--- config.mk ---
export PLATFORM = sky130hd
export DESIGN_NAME = fifo_burst_arbiter
export DESIGN_NICKNAME = d
export VERILOG_FILES = /design/src/rtl/fifo_burst_arbiter.sv
export SDC_FILE = /design/constraint.sdc
export NUM_CORES = 1
export LEC_CHECK = 0
export BUFFER_PORTS_ARGS = -buffer_cell sky130_fd_sc_hd__buf_2
export CAP_MARGIN = 25
export CORE_ASPECT_RATIO = 0.9
export CORE_UTILIZATION = 39
export DETAILED_ROUTE_END_ITERATION = 10
export GPL_ROUTABILITY_DRIVEN = 0
export PLACE_DENSITY_LB_ADDON = 0.15
export SYNTH_ARGS = -nofsm -noshare
export SYNTH_HDL_FRONTEND = slang
export SYNTH_SLANG_ARGS = --single-unit
--- constraint.sdc ---
create_clock -name BUS_CLK -period 3 [get_ports BUS_CLK]
set_input_delay 0.45 -clock BUS_CLK [delete_from_list [all_inputs] [get_ports BUS_CLK]]
set_output_delay 0.45 -clock BUS_CLK [all_outputs]
set_load 0.02 [all_outputs]
--- src/rtl/fifo_burst_arbiter.sv ---
// ---------------------------------------------------------------------------
// fifo_burst_arbiter
//
// Round-robin burst arbiter draining several first-word-fall-through FIFOs
// into one downstream port. A channel is granted for up to MAX_BURST words,
// then the pointer moves past it and one idle bubble separates bursts.
//
// Parameters
//   WIDTH      number of requesting FIFO channels
//   DATA_W     word width
//   MAX_BURST  maximum words per grant (1..255)
//
// Ports
//   BUS_CLK     in   clock, rising edge
//   BUS_RST_N   in   asynchronous active-low reset
//   ENABLE      in   [WIDTH]         per-channel arbitration enable
//   FIFO_EMPTY  in   [WIDTH]         per-channel empty flag
//   FIFO_DATA   in   [WIDTH*DATA_W]  channel i word at [i*DATA_W +: DATA_W]
//   FIFO_READ   out  [WIDTH]         per-channel pop strobe
//   READY_OUT   in                   downstream can accept a word
//   WRITE_OUT   out                  DATA_OUT valid and accepted this cycle
//   DATA_OUT    out  [DATA_W]        forwarded word
//   GRANT       out  [WIDTH]         registered one-hot owner, zero when idle
//   BUSY        out                  high while bursting
//   WORD_CNT    out  [32]            total words forwarded (wraps)
//
// state   | meaning
// --------+--------------------------------------------------------------
// S_IDLE  | no owner; pick next eligible channel starting at ptr
// S_BURST | channel g owns the port; forward words until limit or drop-out
// ---------------------------------------------------------------------------
module fifo_burst_arbiter #(
  parameter int WIDTH     = 4,
  parameter int DATA_W    = 32,
  parameter int MAX_BURST = 16
) (
  input  logic                    BUS_CLK,
  input  logic                    BUS_RST_N,
  input  logic [WIDTH-1:0]        ENABLE,
  input  logic [WIDTH-1:0]        FIFO_EMPTY,
  input  logic [WIDTH*DATA_W-1:0] FIFO_DATA,
  output logic [WIDTH-1:0]        FIFO_READ,
  input  logic                    READY_OUT,
  output logic                    WRITE_OUT,
  output logic [DATA_W-1:0]       DATA_OUT,
  output logic [WIDTH-1:0]        GRANT,
  output logic                    BUSY,
  output logic [31:0]             WORD_CNT
);

  localparam int IDX_W = (WIDTH > 1) ? $clog2(WIDTH) : 1;
  localparam logic [7:0] LAST_BEAT = 8'(MAX_BURST - 1);
  localparam logic [IDX_W-1:0] LAST_IDX = IDX_W'(WIDTH - 1);

  typedef enum logic {S_IDLE, S_BURST} state_t;

  state_t            state_q, state_d;
  logic [IDX_W-1:0]  g_q, g_d;
  logic [IDX_W-1:0]  ptr_q, ptr_d;
  logic [7:0]        bcnt_q, bcnt_d;
  logic [31:0]       word_cnt_q, word_cnt_d;
  logic [WIDTH-1:0]  grant_q, grant_d;

  logic [WIDTH-1:0]  eligible;
  logic [DATA_W-1:0] words [WIDTH];
  logic [IDX_W-1:0]  sel_idx;
  logic              sel_found;
  logic              in_burst;
  logic              cur_elig;
  logic              write_out;
  logic [IDX_W-1:0]  g_next;

  assign eligible  = ENABLE & ~FIFO_EMPTY;
  assign in_burst  = (state_q == S_BURST);
  assign cur_elig  = ENABLE[g_q] & ~FIFO_EMPTY[g_q];
  assign write_out = in_burst & READY_OUT & cur_elig;
  assign g_next    = (g_q == LAST_IDX) ? '0 : g_q + 1'b1;

  always_comb begin
    for (int i = 0; i < WIDTH; i++) begin
      words[i] = FIFO_DATA[i*DATA_W +: DATA_W];
    end
  end

  // Round-robin search: first eligible channel at ptr, ptr+1, ... mod WIDTH.
  always_comb begin
    int               cand;
    logic [IDX_W-1:0] cand_idx;
    sel_found = 1'b0;
    sel_idx   = '0;
    cand      = 0;
    cand_idx  = '0;
    for (int k = 0; k < WIDTH; k++) begin
      cand = int'(ptr_q) + k;
      if (cand >= WIDTH) begin
        cand = cand - WIDTH;
      end
      cand_idx = IDX_W'(cand);
      if (!sel_found && eligible[cand_idx]) begin
        sel_found = 1'b1;
        sel_idx   = cand_idx;
      end
    end
  end

  always_comb begin
    state_d = state_q;
    g_d     = g_q;
    ptr_d   = ptr_q;
    bcnt_d  = bcnt_q;
    grant_d = grant_q;
    case (state_q)
      S_IDLE: begin
        if (sel_found) begin
          state_d          = S_BURST;
          g_d              = sel_idx;
          bcnt_d           = '0;
          grant_d          = '0;
          grant_d[sel_idx] = 1'b1;
        end
      end
      S_BURST: begin
        if (write_out) begin
          bcnt_d = bcnt_q + 8'd1;
        end
        // Owner dropped out (empty or disabled) or burst limit reached.
        if (!cur_elig || (write_out && (bcnt_q == LAST_BEAT))) begin
          state_d = S_IDLE;
          ptr_d   = g_next;
          grant_d = '0;
        end
      end
      default: begin
        state_d = S_IDLE;
        grant_d = '0;
      end
    endcase
  end

  assign word_cnt_d = word_cnt_q + 32'(write_out);

  always_ff @(posedge BUS_CLK or negedge BUS_RST_N) begin
    if (!BUS_RST_N) begin
      state_q    <= S_IDLE;
      g_q        <= '0;
      ptr_q      <= '0;
      bcnt_q     <= '0;
      grant_q    <= '0;
      word_cnt_q <= '0;
    end else begin
      state_q    <= state_d;
      g_q        <= g_d;
      ptr_q      <= ptr_d;
      bcnt_q     <= bcnt_d;
      grant_q    <= grant_d;
      word_cnt_q <= word_cnt_d;
    end
  end

  always_comb begin
    FIFO_READ      = '0;
    FIFO_READ[g_q] = write_out;
  end

  assign WRITE_OUT = write_out;
  assign DATA_OUT  = in_burst ? words[g_q] : '0;
  assign GRANT     = grant_q;
  assign BUSY      = in_burst;
  assign WORD_CNT  = word_cnt_q;

endmodule

==> results.py, run 1 <==
metrics = {
    "final_layout": {
        "nNetsFinal": 658,
        "final_cells": 631,
        "layout-drive-gt1-share_pct": 52.2,
        "postLayoutCellArea_um2": 4730,
        "nFillCells": 730,
        "synthToLayoutAreaGrowth_pct": 38.9,
    },
    "logic_synthesis": {
        "yosys.area.top_type": "dfrtp_1",
        "async_flop_share_pct": 100,
        "synth_warnings": 0,
        "yosysSeqAreaShare_pct": 36.0,
        "ys_seq_elements": 49,
        "synth_area_per_cell_um2": 11.4,
        "syn_area_um2": 3410,
        "ys.flop_type": "dfrtp_1",
        "netlist_top_cells_count": "dfrtp_1, and2_1, mux4_2, nand2_1, xnor2_1",
        "synth_most_common_cell": "dfrtp_1",
        "synthDominantCellAreaShare_pct": 36.0,
        "syn_inst": 300,
        "ys_types": 42,
        "synth_nets": 446,
        "synth_area_leaders": "dfrtp_1, mux4_2, and2_1",
        "synth-edff-count": 0,
    },
    "floorplanning": {
        "ios": 213,
        "rows": 31,
        "start_util_pct": 41.2,
        "die-area_um2": 9110,
        "core_um2": 8260,
        "die_h_um": 90.7,
        "die_w_um": 101,
    },
    "sta": {
        "finalCritPeriodShare_pct": 92.1,
        "period_needed_ps": 2760,
        "rsz0062_at_grt": "no",
        "hold_viol": 0,
        "relSlewSlack_pct": 57.4,
        "final.setup.tns_ps": 0,
        "max_freq_mhz": 362,
        "setup_viol": 0,
        "fin_skew_ps": 10.3,
        "worstMarginPinSlew_ps": 631,
        "drv_slew": 0,
    },
    "critical_path": {
        "arrival_ps": 2990,
        "r2r_start": "g_q[0]",
        "r2r_cells": 9,
        "critPathKind": "reg2reg",
        "regToRegEndpoint": "WORD_CNT[28]",
        "worst-endpoint-required_ps": 3230,
        "reg2reg_slack_ps": 240,
        "cp-start-kind": "flip-flop",
        "end_kind": "flip-flop",
        "cp_max_fo": 5,
    },
    "power": {
        "internal-power_mw": 1.82,
        "switching_share_pct": 41.5,
        "p_switching_mw": 1.29,
        "power_mw": 3.11,
        "pwr-share-comb_pct": 57.3,
        "p_clk_share_pct": 16.2,
        "p_per_area_nw_per_um2": 658,
        "p_leak_nw": 2.38,
        "ir_worst_vdd_mv": 0.523,
        "pwr-share-seq_pct": 26.5,
    },
    "global_routing": {
        "overflow": 0,
        "grt_usage_pct": 22.7,
        "grt_max_degree": 37,
        "grt_pass1_vias": 3076,
        "antenna_found_initial": 3,
        "grt_first_pass_wirelength_um": 15800,
    },
    "place": {
        "dpl_cell_area_um2": 4600,
        "port_buffers": 212,
        "hpwl_um": 8490,
        "placedCellCount": 620,
    },
    "route": {
        "drt_iter0_drc": 135,
        "avgRoutedWirePerCell_um": 16.8,
        "vias_per_cell": 5.22,
        "num_vias": 3296,
        "route.detailed.drc": 0,
        "ant_nets": 0,
        "dr.pass1.iters": 4,
        "drt-total-wl_um": 10600,
    },
    "cts": {
        "clock_sinks": 49,
        "htreeDepth": 2,
        "cts_setup_buffers": 0,
        "insertion_delay_ps": 310,
        "clkTransAtPathRegs_ps": 90,
        "cts_tree": "built",
        "cts-root-buf": "clkbuf_8",
        "cts-resized-gates": 0,
        "cts_hold_buffers": 0,
        "clock_path_buffers": 2,
        "cts_buffers": 5,
    },
    "outcome": {
        "status": "finished, final reports clean",
    },
    "hold_path": {
        "hp-class": "in2async",
    },
    "run": {
        "maxCapViolations": 0,
    },
}
power groups by stage:
stage | registers, mW | clock network (mW) | logic, mW
after CTS | 0.826 | 0.516 | 1.80
after global routing | 0.837 | 0.546 | 1.92
final | 0.827 | 0.504 | 1.78
after detailed placement | 0.839 | 0 | 1.80
after global placement | 0.835 | 0 | 1.78
after floorplan | 0.883 | 0 | 1.24
cells in the final DEF (no fill, tap or decap), drive strengths merged, types with 6 or more instances in the layout:
cell type / count
xnor2: 19
buf: 221
nand2: 22
clkbuf: 6
nand3: 15
and2: 40
and3: 7
xor2: 11
nor2: 7
inv: 6
ha: 7
nand4: 9
dfrtp: 49
mux4: 33
nor4: 8
how the worst max path moves through the flow:
stage,depth (start not counted),from,slack [ps],endpoint
after floorplan,10,FIFO_EMPTY[2],5,WORD_CNT[28]
after global placement,10,FIFO_EMPTY[3],140,WORD_CNT[28]
final,9,g_q[0],240,WORD_CNT[28]
after CTS,9,g_q[0],200,WORD_CNT[28]
after global routing,9,g_q[0],20,WORD_CNT[28]
after detailed placement,10,FIFO_EMPTY[3],-20,WORD_CNT[28]
state kept, by name, summed over array words and instances (netlist names):
register / flops
GRANT: 4
g_q: 2
WORD_CNT: 32
BUSY: 1
bcnt_q: 8
ptr_q: 2
routing by layer:
metal	vias up	routed length, um	part of all wire, %	track usage (%)
met1	1592	4380	41	29.0
met4	0	261	2.5	9.18
met5	-	0	0	0
li1	1556	-	-	-
met2	129	5340	50	38.2
met3	19	629	5.9	3.72
cell families (layout without fill, tap and decap cells):
logic type / after synthesis / count (layout) / share of synthesized area (%)
other: 0 / 3 / 0
AND/OR/NAND/NOR: 130 / 130 / 21.7
flip-flops: 49 / 49 / 36.0
AO/OA/AOI/OAI: 22 / 22 / 4.99
multiplexers: 40 / 40 / 23.9
buffers and inverters: 22 / 235 / 3.08
adder cells (fa/ha/maj): 7 / 7 / 2.57
XOR/XNOR: 30 / 30 / 7.71
final cells by class:
cell class	instances	area [um2]	area share, %
Clock inverter	2	37.5	0.793
Antenna cell	3	7.51	0.159
Inverter	6	25.0	0.529
Sequential cell	49	1230	25.9
Timing Repair Buffer	221	1130	23.9
Tap cell	115	144	3.04
Clock buffer	6	82.6	1.75
Multi-Input combinational cell	229	2080	43.9
metrics by stage:
step / setup slack (ps) / hold slack, ps / util [%]
floorplan: 5.40 / 154 / -
global route: 23.8 / 91.3 / 57.3
CTS: 205 / 66.8 / 57.2
finish: 236 / 57.6 / 57.3
detailed placement: -21.7 / 405 / 55.7
global placement: 137 / 400 / 55.7
critical path, stage by stage, from the launching register on:
cell     delay, ps
dfrtp_2        440
inv_4           70
mux4_2         510
nor2_2         140
ha_1           200
ha_1           210
and3_1         220
nand4_1        240
nor4_1         470
xor2_1         180
Note: power is estimated with default switching activity, not from simulation.
==> inputs of run 2 (changes only) <==
--- a/config.mk
+++ b/config.mk
@@ -5,10 +5,11 @@
 export SDC_FILE = /design/constraint.sdc
 export NUM_CORES = 1
 export LEC_CHECK = 0
-export BUFFER_PORTS_ARGS = -buffer_cell sky130_fd_sc_hd__buf_2
+export BUFFER_PORTS_ARGS = -buffer_cell sky130_fd_sc_hd__clkbuf_2
 export CAP_MARGIN = 25
 export CORE_ASPECT_RATIO = 0.9
-export CORE_UTILIZATION = 39
+export CORE_UTILIZATION = 40
+export CTS_BUF_LIST = sky130_fd_sc_hd__clkbuf_4 sky130_fd_sc_hd__clkbuf_8
 export DETAILED_ROUTE_END_ITERATION = 10
 export GPL_ROUTABILITY_DRIVEN = 0
 export PLACE_DENSITY_LB_ADDON = 0.15
==> results.py, run 2 (synthesis results as in run 1) <==
metrics = {
    "global_routing": {
        "overflow": 0,
        "grt_max_degree": 40,
        "grt_pass1_vias": 2886,
        "antenna_found_initial": 0,
        "grt_first_pass_wirelength_um": 14700,
        "grt_usage_pct": 21.2,
    },
    "route": {
        "ant_nets": 0,
        "vias_per_cell": 5.27,
        "num_vias": 3212,
        "drt_iter0_drc": 88,
        "drt-total-wl_um": 10000,
        "route.detailed.drc": 0,
        "dr.pass1.iters": 4,
        "avgRoutedWirePerCell_um": 16.5,
    },
    "place": {
        "placedCellCount": 603,
        "dp_slack_ps": 54.8,
        "hpwl_um": 8150,
        "port_buffers": 212,
    },
    "critical_path": {
        "cp-start-kind": "flip-flop",
        "reg2reg_slack_ps": 350,
        "r2r_cells": 9,
        "end_kind": "flip-flop",
        "cp_max_fo": 5,
        "critPathKind": "reg2reg",
        "regToRegEndpoint": "WORD_CNT[30]",
        "startpoint": "g_q[0]",
        "worst-endpoint-required_ps": 3220,
        "arrival_ps": 2870,
        "r2r_start": "g_q[0]",
    },
    "final_layout": {
        "synthToLayoutAreaGrowth_pct": 36.9,
        "mostFrequentLayoutCells": "clkbuf_2, dfrtp_1, and2_1, mux4_2, nand2_1",
        "fin_util_pct": 57.3,
        "final_cells": 610,
        "layout-drive-gt1-share_pct": 52.1,
        "nFillCells": 732,
        "nNetsFinal": 657,
        "layout_commonest_cell": "clkbuf_2",
        "diodes": 0,
        "largest_reg_flops": 32,
    },
    "cts": {
        "clkTransAtPathRegs_ps": 90,
        "clock_path_buffers": 2,
        "cts_hold_buffers": 0,
        "cts_tree": "built",
        "cts_buffers": 5,
        "cts-resized-gates": 0,
        "insertion_delay_ps": 300,
        "clock_sinks": 49,
        "cts_setup_buffers": 0,
        "htreeDepth": 2,
        "cts-root-buf": "clkbuf_8",
    },
    "sta": {
        "period_needed_ps": 2650,
        "final.setup.tns_ps": 0,
        "finalCritPeriodShare_pct": 88.5,
        "rsz0062_at_grt": "no",
        "fin_skew_ps": 7.98,
        "hold_viol": 0,
        "worstMarginPinSlew_ps": 710,
        "max_freq_mhz": 377,
        "relSlewSlack_pct": 52.1,
        "whs_ps": 9.36,
        "setup_viol": 0,
        "drv_slew": 0,
        "layout_setup_ws_ps": 346,
    },
    "floorplanning": {
        "ios": 213,
        "die_w_um": 99.3,
        "die_h_um": 89.6,
        "rows": 31,
        "core_um2": 8150,
        "start_util_pct": 41.8,
        "die-area_um2": 8890,
    },
    "outcome": {
        "status": "finished, final reports clean",
    },
    "hold_path": {
        "hp-class": "in2async",
    },
    "power": {
        "p_leak_nw": 2.36,
        "ir_worst_vdd_mv": 0.332,
        "p_per_area_nw_per_um2": 650,
    },
    "run": {
        "maxCapViolations": 0,
    },
}
[run 2: layout make-up]
cell class / instances / area, um2 / area share, %
Multi-Input combinational cell: 229 / 2080 / 44.5
Inverter: 6 / 25.0 / 0.536
Sequential cell: 49 / 1230 / 26.3
Timing Repair Buffer: 220 / 1120 / 24.0
Tap cell: 99 / 124 / 2.65
Clock buffer: 7 / 90.1 / 1.93
[run 2: worst max-delay path: stages, from the launching register on]
cell and delay (ps):
dfrtp_2 430, inv_4 70, mux4_2 510, nor2_2 140, ha_1 230, ha_1 210
and3_1 210, nand4_1 200, nor4_1 400, xor2_1 180
[run 2: how the worst max path moves through the flow]
stage / end / slack, ps / cells past startpoint
6_report: WORD_CNT[30] / 350 / 9
5_1_grt: WORD_CNT[26] / 170 / 9
4_1_cts: WORD_CNT[30] / 330 / 9
3_5_place_dp: WORD_CNT[30] / 50 / 10
3_3_place_gp: WORD_CNT[30] / 160 / 10
2_1_floorplan: WORD_CNT[28] / 5 / 10
[run 2: metrics by stage]
step	instance area (um2)	total power [mW]
2_1_floorplan	3410	2.12
3_3_place_gp	4580	2.64
3_5_place_dp	4580	2.66
4_1_cts	4670	3.06
5_1_grt	4670	3.24
6_report	4670	3.03
[run 2: metal layers]
metal	part of all wire [%]	GRT usage, %
met4	0.060	2.14
met3	5.6	3.83
met2	47	34.1
met1	48	31.2
met5	0	0
[run 2: power breakdown]
part	switching [mW]	total [mW]	internal, mW
clock network	0.210	0.403	0.193
registers	0.0926	0.836	0.743
logic	0.992	1.79	0.801
total	1.29	3.03	1.74
==> inputs of run 3 (changes only) <==
--- a/config.mk
+++ b/config.mk
@@ -5,7 +5,7 @@
 export SDC_FILE = /design/constraint.sdc
 export NUM_CORES = 1
 export LEC_CHECK = 0
-export BUFFER_PORTS_ARGS = -buffer_cell sky130_fd_sc_hd__clkbuf_2
+export BUFFER_PORTS_ARGS = -buffer_cell sky130_fd_sc_hd__buf_2
 export CAP_MARGIN = 25
 export CORE_ASPECT_RATIO = 0.9
 export CORE_UTILIZATION = 40
==> results.py, run 3 (synthesis results as in run 1) <==
metrics = {
    "outcome": {
        "status": "finished, final reports clean",
    },
    "sta": {
        "relSlewSlack_pct": 53.3,
        "drv_slew": 0,
        "whs_ps": 160,
        "fin_skew_ps": 5.22,
        "period_needed_ps": 2650,
        "layout_setup_ws_ps": 349,
        "final.setup.tns_ps": 0,
        "hold_viol": 0,
        "worstMarginPinSlew_ps": 692,
        "finalCritPeriodShare_pct": 88.4,
        "rsz0062_at_grt": "no",
        "setup_viol": 0,
        "max_freq_mhz": 377,
    },
    "critical_path": {
        "startpoint": "g_q[0]",
        "end_kind": "flip-flop",
        "worst-endpoint-required_ps": 3230,
        "critPathKind": "reg2reg",
        "arrival_ps": 2880,
        "regToRegEndpoint": "WORD_CNT[28]",
        "reg2reg_slack_ps": 350,
        "r2r_start": "g_q[0]",
        "r2r_cells": 9,
        "cp-start-kind": "flip-flop",
        "cp_max_fo": 5,
    },
    "final_layout": {
        "layout_commonest_cell": "buf_2",
        "layout-drive-gt1-share_pct": 52.2,
        "diodes": 0,
        "mostFrequentLayoutCells": "buf_2, dfrtp_1, and2_1, mux4_2, nand2_1",
        "synthToLayoutAreaGrowth_pct": 38.0,
        "nNetsFinal": 658,
        "largest_reg_flops": 32,
    },
    "route": {
        "ant_nets": 0,
        "vias_per_cell": 5.35,
        "route.detailed.drc": 0,
        "dr.pass1.iters": 4,
        "drt-total-wl_um": 10300,
        "drt_iter0_drc": 93,
        "num_vias": 3277,
        "avgRoutedWirePerCell_um": 16.9,
    },
    "hold_path": {
        "hp-class": "in2async",
    },
    "global_routing": {
        "antenna_found_initial": 1,
        "grt_usage_pct": 21.7,
        "grt_pass1_vias": 2912,
        "overflow": 0,
        "grt_first_pass_wirelength_um": 15100,
        "grt_max_degree": 37,
    },
    "floorplanning": {
        "die-area_um2": 8890,
        "core_um2": 8150,
        "ios": 213,
        "rows": 31,
        "die_h_um": 89.6,
        "start_util_pct": 41.8,
        "die_w_um": 99.3,
    },
    "cts": {
        "cts_tree": "built",
        "cts_hold_buffers": 0,
        "htreeDepth": 2,
        "cts-root-buf": "clkbuf_8",
        "insertion_delay_ps": 300,
        "cts_setup_buffers": 0,
        "clock_path_buffers": 2,
        "clock_sinks": 49,
        "cts_buffers": 5,
        "clkTransAtPathRegs_ps": 90,
        "cts-resized-gates": 0,
    },
    "power": {
        "pwr-share-seq_pct": 26.5,
        "p_clk_share_pct": 15.9,
        "internal-power_mw": 1.83,
        "pwr-share-comb_pct": 57.5,
        "p_leak_nw": 2.38,
        "p_switching_mw": 1.30,
        "p_per_area_nw_per_um2": 665,
        "switching_share_pct": 41.4,
        "ir_worst_vdd_mv": 0.280,
    },
    "place": {
        "port_buffers": 212,
        "dp_slack_ps": 50.9,
        "hpwl_um": 8260,
    },
    "run": {
        "maxCapViolations": 0,
    },
}
## run 3: changes by cell type in the layout (fill, tap and decap cells not counted), sizes merged
cell,delta
buf,+213
clkbuf,-212
bufinv,+1
## run 3: final cells by class
type,count,area (um2)
clock buffer,7,90.1
clock inverter,1,30.0
fill,752,3440
inverter,6,25.0
multi-input combinational,229,2080
sequential,49,1230
tap,99,124
timing repair buffer,221,1130
## run 3: worst max path at each step
stage / cells after the start / slack, ps / endpoint
5_1_grt: 9 / 130 / WORD_CNT[28]
2_1_floorplan: 10 / 5 / WORD_CNT[28]
3_3_place_gp: 10 / 180 / WORD_CNT[28]
4_1_cts: 9 / 310 / WORD_CNT[28]
6_report: 9 / 350 / WORD_CNT[28]
3_5_place_dp: 10 / 50 / WORD_CNT[28]
## run 3: power by group through the flow
stage / Clock (mW) / Sequential, mW / Combinational [mW]
floorplan: 0 / 0.883 / 1.24
global placement: 0 / 0.841 / 1.79
CTS: 0.508 / 0.831 / 1.82
finish: 0.499 / 0.830 / 1.80
global route: 0.540 / 0.842 / 1.96
detailed placement: 0 / 0.844 / 1.82
## run 3: critical path, cell delays in order (launching register included)
cell	delay [ps]
dfrtp_2	430
inv_4	70
mux4_2	520
nor2_2	150
ha_1	230
ha_1	230
and3_1	220
nand4_1	190
nor4_1	380
xor2_1	170
## run 3: per-layer routing
metal	GRT usage [%]	vias up	routed length (um)	part of all wire, %
met3	5.47	6	788	7.6
li1	-	1543	-	-
met5	0	-	13	0.13
met1	30.6	1605	4550	44
met4	1.87	2	17	0.16
met2	35.4	121	4970	48
## run 3: through the flow
stage          util, %  instances  power [mW]  instance area [um2]
2_1_floorplan        -        300        2.12                 3410
3_5_place_dp      56.3        604        2.66                 4580
5_1_grt           57.7        612        3.34                 4700
3_3_place_gp      56.3        604        2.63                 4580
4_1_cts           57.7        612        3.16                 4700
6_report          57.7        612        3.13                 4700
